===== src/rtl/apb_slave_mux_ctrl_pkg.sv =====
// Shared definitions for the APB slave mux controller.
// Holds the FSM state encoding, response constants and the default address-map
// geometry used as parameter defaults by the top level and the response mux.
package apb_slave_mux_ctrl_pkg;

  typedef enum logic [1:0] {
    StIdle   = 2'b00,
    StSetup  = 2'b01,
    StAccess = 2'b10,
    StDone   = 2'b11
  } apb_state_e;

  // pslverr encodings
  localparam logic RespOkay  = 1'b0;
  localparam logic RespError = 1'b1;

  // Default address map: top SEL_BITS of paddr pick one of DefNumSlaves slaves
  localparam int unsigned DefNumSlaves     = 4;
  localparam int unsigned DefPaddrWidth    = 16;
  localparam int unsigned DefDataWidth     = 32;
  localparam int unsigned DefSelBits       = 3;
  localparam int unsigned DefTimeoutCycles = 256;
  localparam int unsigned DefCntWidth      = 8;

endpackage


===== src/rtl/apb_resp_mux.sv =====
// N:1 combinational selection of the APB response of one slave.
// Ports:
//   idx        in   slave index to forward
//   pready_s   in   per-slave pready
//   pslverr_s  in   per-slave pslverr
//   prdata_s   in   per-slave read data, slave i at [i*W +: W]
//   pready     out  pready of slave idx (0 if idx is out of range)
//   pslverr    out  pslverr of slave idx (OKAY if out of range)
//   prdata     out  prdata of slave idx (0 if out of range)
module apb_resp_mux
  import apb_slave_mux_ctrl_pkg::*;
#(
  parameter int unsigned NUM_SLAVES     = DefNumSlaves,
  parameter int unsigned APB_DATA_WIDTH = DefDataWidth,
  parameter int unsigned SEL_BITS       = DefSelBits
) (
  input  logic [SEL_BITS-1:0]                  idx,
  input  logic [NUM_SLAVES-1:0]                pready_s,
  input  logic [NUM_SLAVES-1:0]                pslverr_s,
  input  logic [NUM_SLAVES*APB_DATA_WIDTH-1:0] prdata_s,
  output logic                                 pready,
  output logic                                 pslverr,
  output logic [APB_DATA_WIDTH-1:0]            prdata
);

  always_comb begin
    pready  = 1'b0;
    pslverr = RespOkay;
    prdata  = '0;
    for (int i = 0; i < int'(NUM_SLAVES); i++) begin
      if (int'(idx) == i) begin
        pready  = pready_s[i];
        pslverr = pslverr_s[i];
        prdata  = prdata_s[i*APB_DATA_WIDTH +: APB_DATA_WIDTH];
      end
    end
  end

endmodule


===== src/rtl/apb_slave_mux_ctrl.sv =====
// APB slave mux controller: routes the bridge's single APB master port to one of
// NUM_SLAVES peripherals, sequences the transfer, answers unmapped addresses and
// hung slaves with an error, and keeps sticky error status.
// Ports:
//   hclk, hreset                  clock, synchronous active-high reset
//   psel_en, penable, paddr       bridge request
//   pready_x, pslverr_x, prdata_x response returned to the bridge
//   psel_s                        one-hot slave selects
//   pready_s, pslverr_s, prdata_s per-slave responses
//   clr_status                    clears timeout_flag, err_cnt, last_err_idx
//   timeout_flag                  sticky timeout indication
//   err_cnt                       saturating count of error responses
//   last_err_idx                  slave index of the most recent error response
module apb_slave_mux_ctrl
  import apb_slave_mux_ctrl_pkg::*;
#(
  parameter int unsigned NUM_SLAVES     = DefNumSlaves,
  parameter int unsigned PADDR_WIDTH    = DefPaddrWidth,
  parameter int unsigned APB_DATA_WIDTH = DefDataWidth,
  parameter int unsigned SEL_BITS       = DefSelBits,
  parameter int unsigned TIMEOUT_CYCLES = DefTimeoutCycles,
  parameter int unsigned CNT_WIDTH      = DefCntWidth
) (
  input  logic                                 hclk,
  input  logic                                 hreset,
  input  logic                                 psel_en,
  input  logic                                 penable,
  input  logic [PADDR_WIDTH-1:0]               paddr,
  output logic                                 pready_x,
  output logic                                 pslverr_x,
  output logic [APB_DATA_WIDTH-1:0]            prdata_x,
  output logic [NUM_SLAVES-1:0]                psel_s,
  input  logic [NUM_SLAVES-1:0]                pready_s,
  input  logic [NUM_SLAVES-1:0]                pslverr_s,
  input  logic [NUM_SLAVES*APB_DATA_WIDTH-1:0] prdata_s,
  input  logic                                 clr_status,
  output logic                                 timeout_flag,
  output logic [CNT_WIDTH-1:0]                 err_cnt,
  output logic [SEL_BITS-1:0]                  last_err_idx
);

  localparam logic [CNT_WIDTH-1:0] TimerLast = CNT_WIDTH'(TIMEOUT_CYCLES - 1);

  apb_state_e state_q, state_d;

  logic [SEL_BITS-1:0]  idx_q, idx_d;
  logic                 mapped_q, mapped_d;
  logic [CNT_WIDTH-1:0] timer_q, timer_d;
  logic                 timeout_flag_q, timeout_flag_d;
  logic [CNT_WIDTH-1:0] err_cnt_q, err_cnt_d;
  logic [SEL_BITS-1:0]  last_err_idx_q, last_err_idx_d;

  // Address decode on the live bus
  logic [SEL_BITS-1:0] dec_idx;
  logic                dec_mapped;
  logic                unused_paddr_lsb;

  assign dec_idx          = paddr[PADDR_WIDTH-1 -: SEL_BITS];
  assign dec_mapped       = int'(dec_idx) < int'(NUM_SLAVES);
  assign unused_paddr_lsb = ^paddr[PADDR_WIDTH-SEL_BITS-1:0];

  // Selected slave response, always indexed by the latched index
  logic                      mux_pready;
  logic                      mux_pslverr;
  logic [APB_DATA_WIDTH-1:0] mux_prdata;

  apb_resp_mux #(
    .NUM_SLAVES     (NUM_SLAVES),
    .APB_DATA_WIDTH (APB_DATA_WIDTH),
    .SEL_BITS       (SEL_BITS)
  ) u_resp_mux (
    .idx       (idx_q),
    .pready_s  (pready_s),
    .pslverr_s (pslverr_s),
    .prdata_s  (prdata_s),
    .pready    (mux_pready),
    .pslverr   (mux_pslverr),
    .prdata    (mux_prdata)
  );

  logic timeout_hit;
  logic resp_cycle;

  ///////////////////
  // State register //
  ///////////////////

  always_ff @(posedge hclk) begin
    if (hreset) begin
      state_q <= StIdle;
    end else begin
      state_q <= state_d;
    end
  end

  ////////////////
  // Next state //
  ////////////////

  always_comb begin
    state_d = state_q;
    unique case (state_q)
      StIdle: begin
        // penable may arrive together with psel: skip straight to ACCESS
        if (psel_en) state_d = penable ? StAccess : StSetup;
      end
      StSetup: begin
        if (!psel_en)     state_d = StIdle;
        else if (penable) state_d = StAccess;
      end
      StAccess: begin
        if (resp_cycle) state_d = StDone;
      end
      StDone: begin
        // Wait for the bridge to drop psel so the finished transfer is not re-latched
        if (!psel_en) state_d = StIdle;
      end
      default: state_d = StIdle;
    endcase
  end

  /////////////
  // Outputs //
  /////////////

  always_comb begin
    psel_s      = '0;
    pready_x    = 1'b0;
    pslverr_x   = RespOkay;
    prdata_x    = '0;
    timeout_hit = 1'b0;

    // Reset kills selects and responses in the same cycle
    if (!hreset) begin
      unique case (state_q)
        StIdle: begin
          if (psel_en && dec_mapped) begin
            for (int i = 0; i < int'(NUM_SLAVES); i++) begin
              psel_s[i] = (int'(dec_idx) == i);
            end
          end
        end
        StSetup: begin
          if (psel_en && mapped_q) begin
            for (int i = 0; i < int'(NUM_SLAVES); i++) begin
              psel_s[i] = (int'(idx_q) == i);
            end
          end
        end
        StAccess: begin
          if (psel_en && mapped_q) begin
            for (int i = 0; i < int'(NUM_SLAVES); i++) begin
              psel_s[i] = (int'(idx_q) == i);
            end
          end
          if (!mapped_q) begin
            // Zero-wait-state error for unmapped addresses
            pready_x  = 1'b1;
            pslverr_x = RespError;
          end else if (mux_pready) begin
            // Slave ready wins over a coincident timeout
            pready_x  = 1'b1;
            pslverr_x = mux_pslverr;
            prdata_x  = mux_prdata;
          end else if (timer_q == TimerLast) begin
            timeout_hit = 1'b1;
            pready_x    = 1'b1;
            pslverr_x   = RespError;
          end else begin
            pslverr_x = mux_pslverr;
            prdata_x  = mux_prdata;
          end
        end
        StDone: ;
        default: ;
      endcase
    end
  end

  assign resp_cycle = (state_q == StAccess) && pready_x;

  //////////////
  // Datapath //
  //////////////

  always_comb begin
    idx_d    = idx_q;
    mapped_d = mapped_q;
    if (state_q == StIdle && psel_en) begin
      idx_d    = dec_idx;
      mapped_d = dec_mapped;
    end
  end

  always_comb begin
    timer_d = '0;
    if (state_q == StAccess && !pready_x) timer_d = timer_q + 1'b1;
  end

  always_comb begin
    timeout_flag_d = timeout_flag_q;
    err_cnt_d      = err_cnt_q;
    last_err_idx_d = last_err_idx_q;

    if (timeout_hit) timeout_flag_d = 1'b1;

    if (resp_cycle && pslverr_x == RespError) begin
      if (err_cnt_q != '1) err_cnt_d = err_cnt_q + 1'b1;
      last_err_idx_d = idx_q;
    end

    // Software clear takes priority over any same-cycle update
    if (clr_status) begin
      timeout_flag_d = 1'b0;
      err_cnt_d      = '0;
      last_err_idx_d = '0;
    end
  end

  always_ff @(posedge hclk) begin
    if (hreset) begin
      idx_q          <= '0;
      mapped_q       <= 1'b0;
      timer_q        <= '0;
      timeout_flag_q <= 1'b0;
      err_cnt_q      <= '0;
      last_err_idx_q <= '0;
    end else begin
      idx_q          <= idx_d;
      mapped_q       <= mapped_d;
      timer_q        <= timer_d;
      timeout_flag_q <= timeout_flag_d;
      err_cnt_q      <= err_cnt_d;
      last_err_idx_q <= last_err_idx_d;
    end
  end

  assign timeout_flag = timeout_flag_q;
  assign err_cnt      = err_cnt_q;
  assign last_err_idx = last_err_idx_q;

endmodule


===== config.mk =====
export PLATFORM = sky130hd
export DESIGN_NAME = apb_slave_mux_ctrl
export DESIGN_NICKNAME = d
export VERILOG_FILES = /design/src/rtl/apb_slave_mux_ctrl_pkg.sv /design/src/rtl/apb_resp_mux.sv /design/src/rtl/apb_slave_mux_ctrl.sv
export SDC_FILE = /design/constraint.sdc
export NUM_CORES = 1
export LEC_CHECK = 0
export BUFFER_PORTS_ARGS = -buffer_cell sky130_fd_sc_hd__buf_2
export CAP_MARGIN = 10
export CORE_ASPECT_RATIO = 0.5
export CORE_UTILIZATION = 37
export DETAILED_ROUTE_END_ITERATION = 7
export MAX_ROUTING_LAYER = met4
export PLACE_DENSITY = 0.78
export SYNTH_ARGS = -nofsm -noshare
export SYNTH_HDL_FRONTEND = slang
export SYNTH_SLANG_ARGS = --single-unit

===== constraint.sdc =====
create_clock -name hclk -period 2 [get_ports hclk]
set_input_delay 0.3 -clock hclk [delete_from_list [all_inputs] [get_ports hclk]]
set_output_delay 0.3 -clock hclk [all_outputs]
set_load 0.05 [all_outputs]

==> flow_summary.yaml, run 1 <==
run:
  cap_violations: 0
setup_path:
  startpoint_type: "register"
  worstPathRequired_ns: 1.70
  crit_buf_inv: 2
  path_max_fanout: 15
  crit_family: "simple AND/OR/NAND/NOR gates"
  arrival_ns: 2.12
  critPathCaptureType: "primary output"
  crit_slowest_cell: "or3_4"
  cp_cell_sequence: "mux2i_2 -> o22ai_4 -> nor3_2 -> or3_4 -> buf_12 -> a211oi_4 -> buf_6"
  path_class: "reg2out"
  slowest_delay_ns: 0.40
floorplan:
  fp.dieH_um: 63.4
  core_area_mm2: 0.00699
  ios: 207
  fp.dieW_um: 125
  rows: 21
  initial_core_util_pct: 39.9
  dieArea_mm2: 0.00791
drt:
  wl_per_cell_um: 17.5
  drt_wl_total_mm: 12.0
  dr.pass1.iters: 7
  viasPerCell: 5.61
  drtIter0Drc: 405
  drcViolationCount: 22
  vias: 3841
  ant_nets: 0
place:
  place_ws_ns: -0.154
  dpl_cell_area_mm2: 0.00471
  gp_congestion: 0.802
  portBuffers: 193
  post-dp-hpwl_mm: 7.47
cts:
  cts_num_sinks: 26
  cts_root_buffer: "clkbuf_16"
  numCtsBuffers: 3
  cts.clk_slew.worst_paths_ns: 0.07
  holdBufCountCts: 0
  ctsLongestPathBuffers: 2
  clk_latency_ns: 0.27
  cts_tree: "built"
  h-tree-depth: 1
timing:
  hold_viol_final: 0
  skew_ns: 0.00820
  fin_ws_ns: -0.424
  fin_crit_ns: 2.42
  tightestPinTransition_ns: 0.482
  slew_headroom_pct: 67.7
  slew_violations: 0
  finalCritPeriodShare_pct: 121
  fin_setup_tns_ns: -12.49
  report.final.setup_viol: 41
  fmax_mhz: 413
  rsz0062_at_grt: "true"
grt:
  grt_util_met3_pct: 3.91
  grt_overflow: 0
  antenna_found_initial: 0
  grt_max_degree: 49
  grt_pass1_wl_mm: 17.7
  busiest_layer: "met2"
  met2_usage_pct: 54.1
  first_global_vias: 3695
  grtUsageMet1_pct: 30.3
  track_usage_pct: 28.7
synth:
  synth_ff_type: "dfxtp_1"
  async_flop_share_pct: 0
  synth_cells: 344
  synth_compound_area_share_pct: 33.4
  syn-num-nets: 508
  yosys_warnings: 0
  synthAdderAreaFrac_pct: 3.14
  synth_edf_count: 0
  synth_cell_types: 47
  post_synth_mux_area_share_pct: 12.9
  yosysSeqAreaShare_pct: 18.7
  yosys.area_share.simple_pct: 23.5
  synth_top_family_by_area: "compound AO/OA/AOI/OAI gates"
  synth_xor_area_share_pct: 1.88
  ys_ff_latch: 26
  syn-mean-instance-area_um2: 8.11
  synthesis.area_mm2: 0.00279
cells_and_area:
  antenna_cells: 0
  nNetsFinal: 758
  final_cell_area_mm2: 0.00532
  drive_gt1_share_pct: 60.0
  synthToLayoutAreaGrowth_pct: 90.6
  fin_util_pct: 76.1
pwr:
  leakage_uw: 0.00218
  vdd_ir_drop_max_mv: 0.299
  power.density_mw_per_mm2: 468
status:
  outcome: "complete, but fails checks"
  violations: "design-rule violations, negative setup slack"
worst_hold_path:
  hp-class: "in2reg"
metrics by stage:
step                      total power (uW)  hold slack [ns]  instances
after floorplan                       1290            0.409        344
after detailed placement              1790            0.474        674
after global placement                1760            0.466        674
final                                 2490            0.314        685
after CTS                             2390            0.325        684
after global routing                  2600            0.350        685
placed cells by master, fill, tap and decap left out, types with 2 or more instances in the layout:
cell type  netlist  final
inv_2            1      2
nor2_1          20     17
ha_4             0      2
or3_1            5      4
mux2i_4          0      2
xnor2_1          2      2
and3_1           3      3
dfxtp_4          0      2
a31oi_1          5      5
nor2b_4          0      2
nor2_4           0      2
nand3_1         13     11
or2_1            2      2
a211oi_1        36     32
nand3_2          0      2
buf_6            4     40
buf_2            4    155
nor3_2           0      3
mux2i_1         36     32
nor3_4           0      4
o21ai_1          3      3
xor2_1           4      4
clkbuf_16        0      3
a211oi_4         1     33
a21oi_1         16     15
inv_1            4      2
dfxtp_1         26     21
nand4_1          4      4
o31ai_1          2      2
buf_16           0      2
mux2i_2          0      2
ha_1             7      5
buf_4            2     73
dfxtp_2          0      3
buf_12           0      6
nand2_1         18     16
nor2b_1         36     34
nor3_1           9      2
o21ai_0          7      7
a41o_1           2      2
synth_stat cells (3+ instances only):
cell,count,area share [%]
a211oi_2,28,13
a211oi_1,36,9.7
a21oi_1,16,2.9
inv_1,4,0.54
a31oi_1,5,1.1
dfxtp_1,26,19
nor2b_1,36,8.1
nor3_1,9,1.6
clkbuf_1,21,2.8
ha_1,7,3.1
nand4_1,4,0.90
o21ai_1,3,0.54
and3_1,3,0.67
nor2_1,20,2.7
buf_2,4,0.72
nand3_1,13,2.3
buf_6,4,1.6
xor2_1,4,1.3
or3_1,5,1.1
nand2_1,18,2.4
mux2i_1,36,13
o21ai_0,7,1.3
state kept, by name (all words and copies together) (netlist names):
signal,flops
last_err_idx,3
timer_q,8
state_q,2
err_cnt,8
mapped_q,1
timeout_flag,1
idx_q,3
routing by layer:
| layer | routed length [um] | part of all wire (%) |
|---|---|---|
| met4 | 544 | 4.5 |
| met2 | 6260 | 52 |
| met5 | 0 | 0 |
| met3 | 736 | 6.2 |
| met1 | 4420 | 37 |
report_power, final:
group	internal, uW	switching (uW)	total [uW]
Sequential	540	21.4	562
Clock	273	188	462
Combinational	687	778	1460
Total	1500	987	2490
worst min-delay path, cell delays in order:
cell and delay, ns:
buf_2 0.09, or3_1 0.09, mux2i_1 0.06
repair_timing:
| item | CTS | global route |
|---|---|---|
| pin swaps | 7 | 3 |
| endpoints found under the setup margin | 39 | 46 |
| buffers inserted | 5 | 1 |
| resized for setup | 104 | 13 |
| gates cloned | 1 | 0 |
area by class of cell:
cell class | instances | area, um2
Multi-Input combinational cell | 281 | 2610
Timing Repair Buffer | 277 | 1960
Fill cell | 461 | 1670
Sequential cell | 26 | 532
Tap cell | 92 | 115
Clock buffer | 4 | 78.8
Inverter | 5 | 21.3
kinds of logic (layout without fill, tap and decap cells):
family / Yosys count / count (layout)
buffers and inverters: 37 / 286
AND/OR/NAND/NOR: 121 / 121
XOR/XNOR: 6 / 6
multiplexers: 36 / 36
AO/OA/AOI/OAI: 111 / 111
adder cells (fa/ha/maj): 7 / 7
flip-flops: 26 / 26
worst paths after layout:
check | start | to | slack, ns | depth (start not counted)
max | idx_q[0] | prdata_x[21] | -0.42 | 7
min | clr_status | err_cnt[5] | 0.31 | 3
max reg2reg | idx_q[0] | err_cnt[4] | -0.17 | 8
min reg2reg | last_err_idx[0] | last_err_idx[0] | 0.49 | 2
(Power assumes the default switching activity.)
==> inputs of run 2 (changes only) <==
clock period = 2.2 ns   (was 2 ns; I/O delays follow)
==> flow_summary.yaml, run 2 (synthesized netlist as in run 1, its figures left out) <==
place:
  portBuffers: 193
  post-dp-hpwl_mm: 7.16
  gp_congestion: 0.827
pwr:
  clockPowerShare_pct: 21.9
  power_frac_comb_pct: 52.5
  switchingPower_uw: 763
  vdd_ir_drop_max_mv: 0.277
  power_frac_seq_pct: 25.6
  switching_share_pct: 38.5
  leakage_uw: 0.00195
  p_int_uw: 1220
  power.density_mw_per_mm2: 411
worst_hold_path:
  hold_depth: 3
  hp-class: "in2reg"
  whs_endpoint: "err_cnt[5]"
  worstHoldStart: "clr_status"
status:
  violations: "design-rule violations, negative setup slack"
  outcome: "complete, but fails checks"
timing:
  tightestPinTransition_ns: 0.456
  fmax_mhz: 423
  fin_hold_ws_ns: 0.359
  fin_crit_ns: 2.36
  slew_headroom_pct: 69.4
  finalCritPeriodShare_pct: 107
  rsz0062_at_grt: "true"
  fin_ws_ns: -0.162
  slew_violations: 0
  hold_viol_final: 0
  skew_ns: 0.00314
  report.final.setup_viol: 33
  fin_setup_tns_ns: -3.86
grt:
  track_usage_pct: 24.2
  grt_pass1_wl_mm: 15.5
  first_global_vias: 3333
  grt_max_degree: 25
  antenna_found_initial: 0
  grt_overflow: 0
cts:
  cts_num_sinks: 26
  cts.clk_slew.worst_paths_ns: 0.06
  cts_root_buffer: "clkbuf_16"
  h-tree-depth: 1
  ctsLongestPathBuffers: 2
  clk_latency_ns: 0.26
  numCtsBuffers: 3
  cts_tree: "built"
setup_path:
  reg2reg_slack_ns: 0.14
  worstPathRequired_ns: 1.87
  critPathCaptureType: "primary output"
  startpoint_type: "register"
  r2r_start: "idx_q[0]"
  path_max_fanout: 5
  rr_worst_depth: 7
  arrival_ns: 2.03
  r2r-end: "err_cnt[4]"
  path_class: "reg2out"
cells_and_area:
  fill_cells: 560
  antenna_cells: 0
  synthToLayoutAreaGrowth_pct: 72.9
  drive_gt1_share_pct: 55.2
  nNetsFinal: 714
  most-common-layout-cells: "buf_2, buf_6, buf_4, mux2i_1, nor2b_1"
  layout_commonest_cell: "buf_2"
drt:
  drt_wl_total_mm: 9.35
  wl_per_cell_um: 14.6
  viasPerCell: 5.30
  vias: 3395
  dr.pass1.iters: 6
  drcViolationCount: 22
  drtIter0Drc: 134
  ant_nets: 0
floorplan:
  fp.dieW_um: 125
  fp.dieH_um: 63.4
  rows: 21
  core_area_mm2: 0.00699
  ios: 207
  dieArea_mm2: 0.00791
  initial_core_util_pct: 39.9
run:
  cap_violations: 0
==> run 2: critical path, stage by stage (launching register included) <==
cell and delay, ns:
dfxtp_4 0.37, mux2i_2 0.18, o22ai_4 0.18, nor3_2 0.06
or3_4 0.38, buf_8 0.17, a211oi_4 0.24, buf_6 0.19
==> run 2: power groups by stage <==
stage	registers (uW)	logic, uW	clock network, uW
4_1_cts	506	1010	438
2_1_floorplan	516	641	0
5_1_grt	510	1140	461
3_5_place_dp	514	966	0
6_report	507	1040	434
3_3_place_gp	513	950	0
==> run 2: per-layer routing <==
metal | up-vias | GRT usage, % | wire, um
met4 | 0 | 5.40 | 154
met2 | 92 | 44.0 | 4870
met5 | - | - | 0
met1 | 1616 | 29.4 | 3950
li1 | 1673 | - | -
met3 | 14 | 2.04 | 375
==> run 2: area by class of cell <==
class | instances | area (um2) | area share [%]
Clock buffer | 4 | 88.8 | 1.84
Inverter | 5 | 18.8 | 0.389
Multi-Input combinational cell | 281 | 2500 | 51.8
Sequential cell | 26 | 527 | 10.9
Tap cell | 92 | 115 | 2.39
Timing Repair Buffer | 233 | 1570 | 32.6
==> run 2: what timing repair did <==
action,4_1_cts,5_1_grt
gates resized for setup,72,22
hold buffers,0,0
pin swaps,1,2
setup endpoints to repair,36,39
cloned,1,0
buffers inserted,0,1
endpoints found under the hold margin,0,0
==> run 2: worst max path at each step <==
stage                     slack, ns  cells past startpoint   startpoint           end
final                         -0.16                      7     idx_q[0]   prdata_x[2]
after global routing          -0.23                      7     idx_q[0]   prdata_x[2]
after CTS                     -0.17                      7     idx_q[0]  prdata_x[24]
after detailed placement       0.01                      8  pready_s[3]  prdata_x[24]
after global placement         0.01                      8  pready_s[3]   prdata_x[8]
after floorplan               -0.29                      8     idx_q[1]  prdata_x[29]
==> run 2: through the flow <==
step	util (%)	setup slack [ns]	cells	power, uW	cell area, um2
after floorplan	-	-0.292	344	1160	3120
after global placement	62.5	0.0140	635	1460	4370
after detailed placement	62.5	0.0118	635	1480	4370
after CTS	67.7	-0.166	640	1950	4730
after global routing	69.0	-0.227	641	2110	4820
final	69.0	-0.162	641	1980	4820
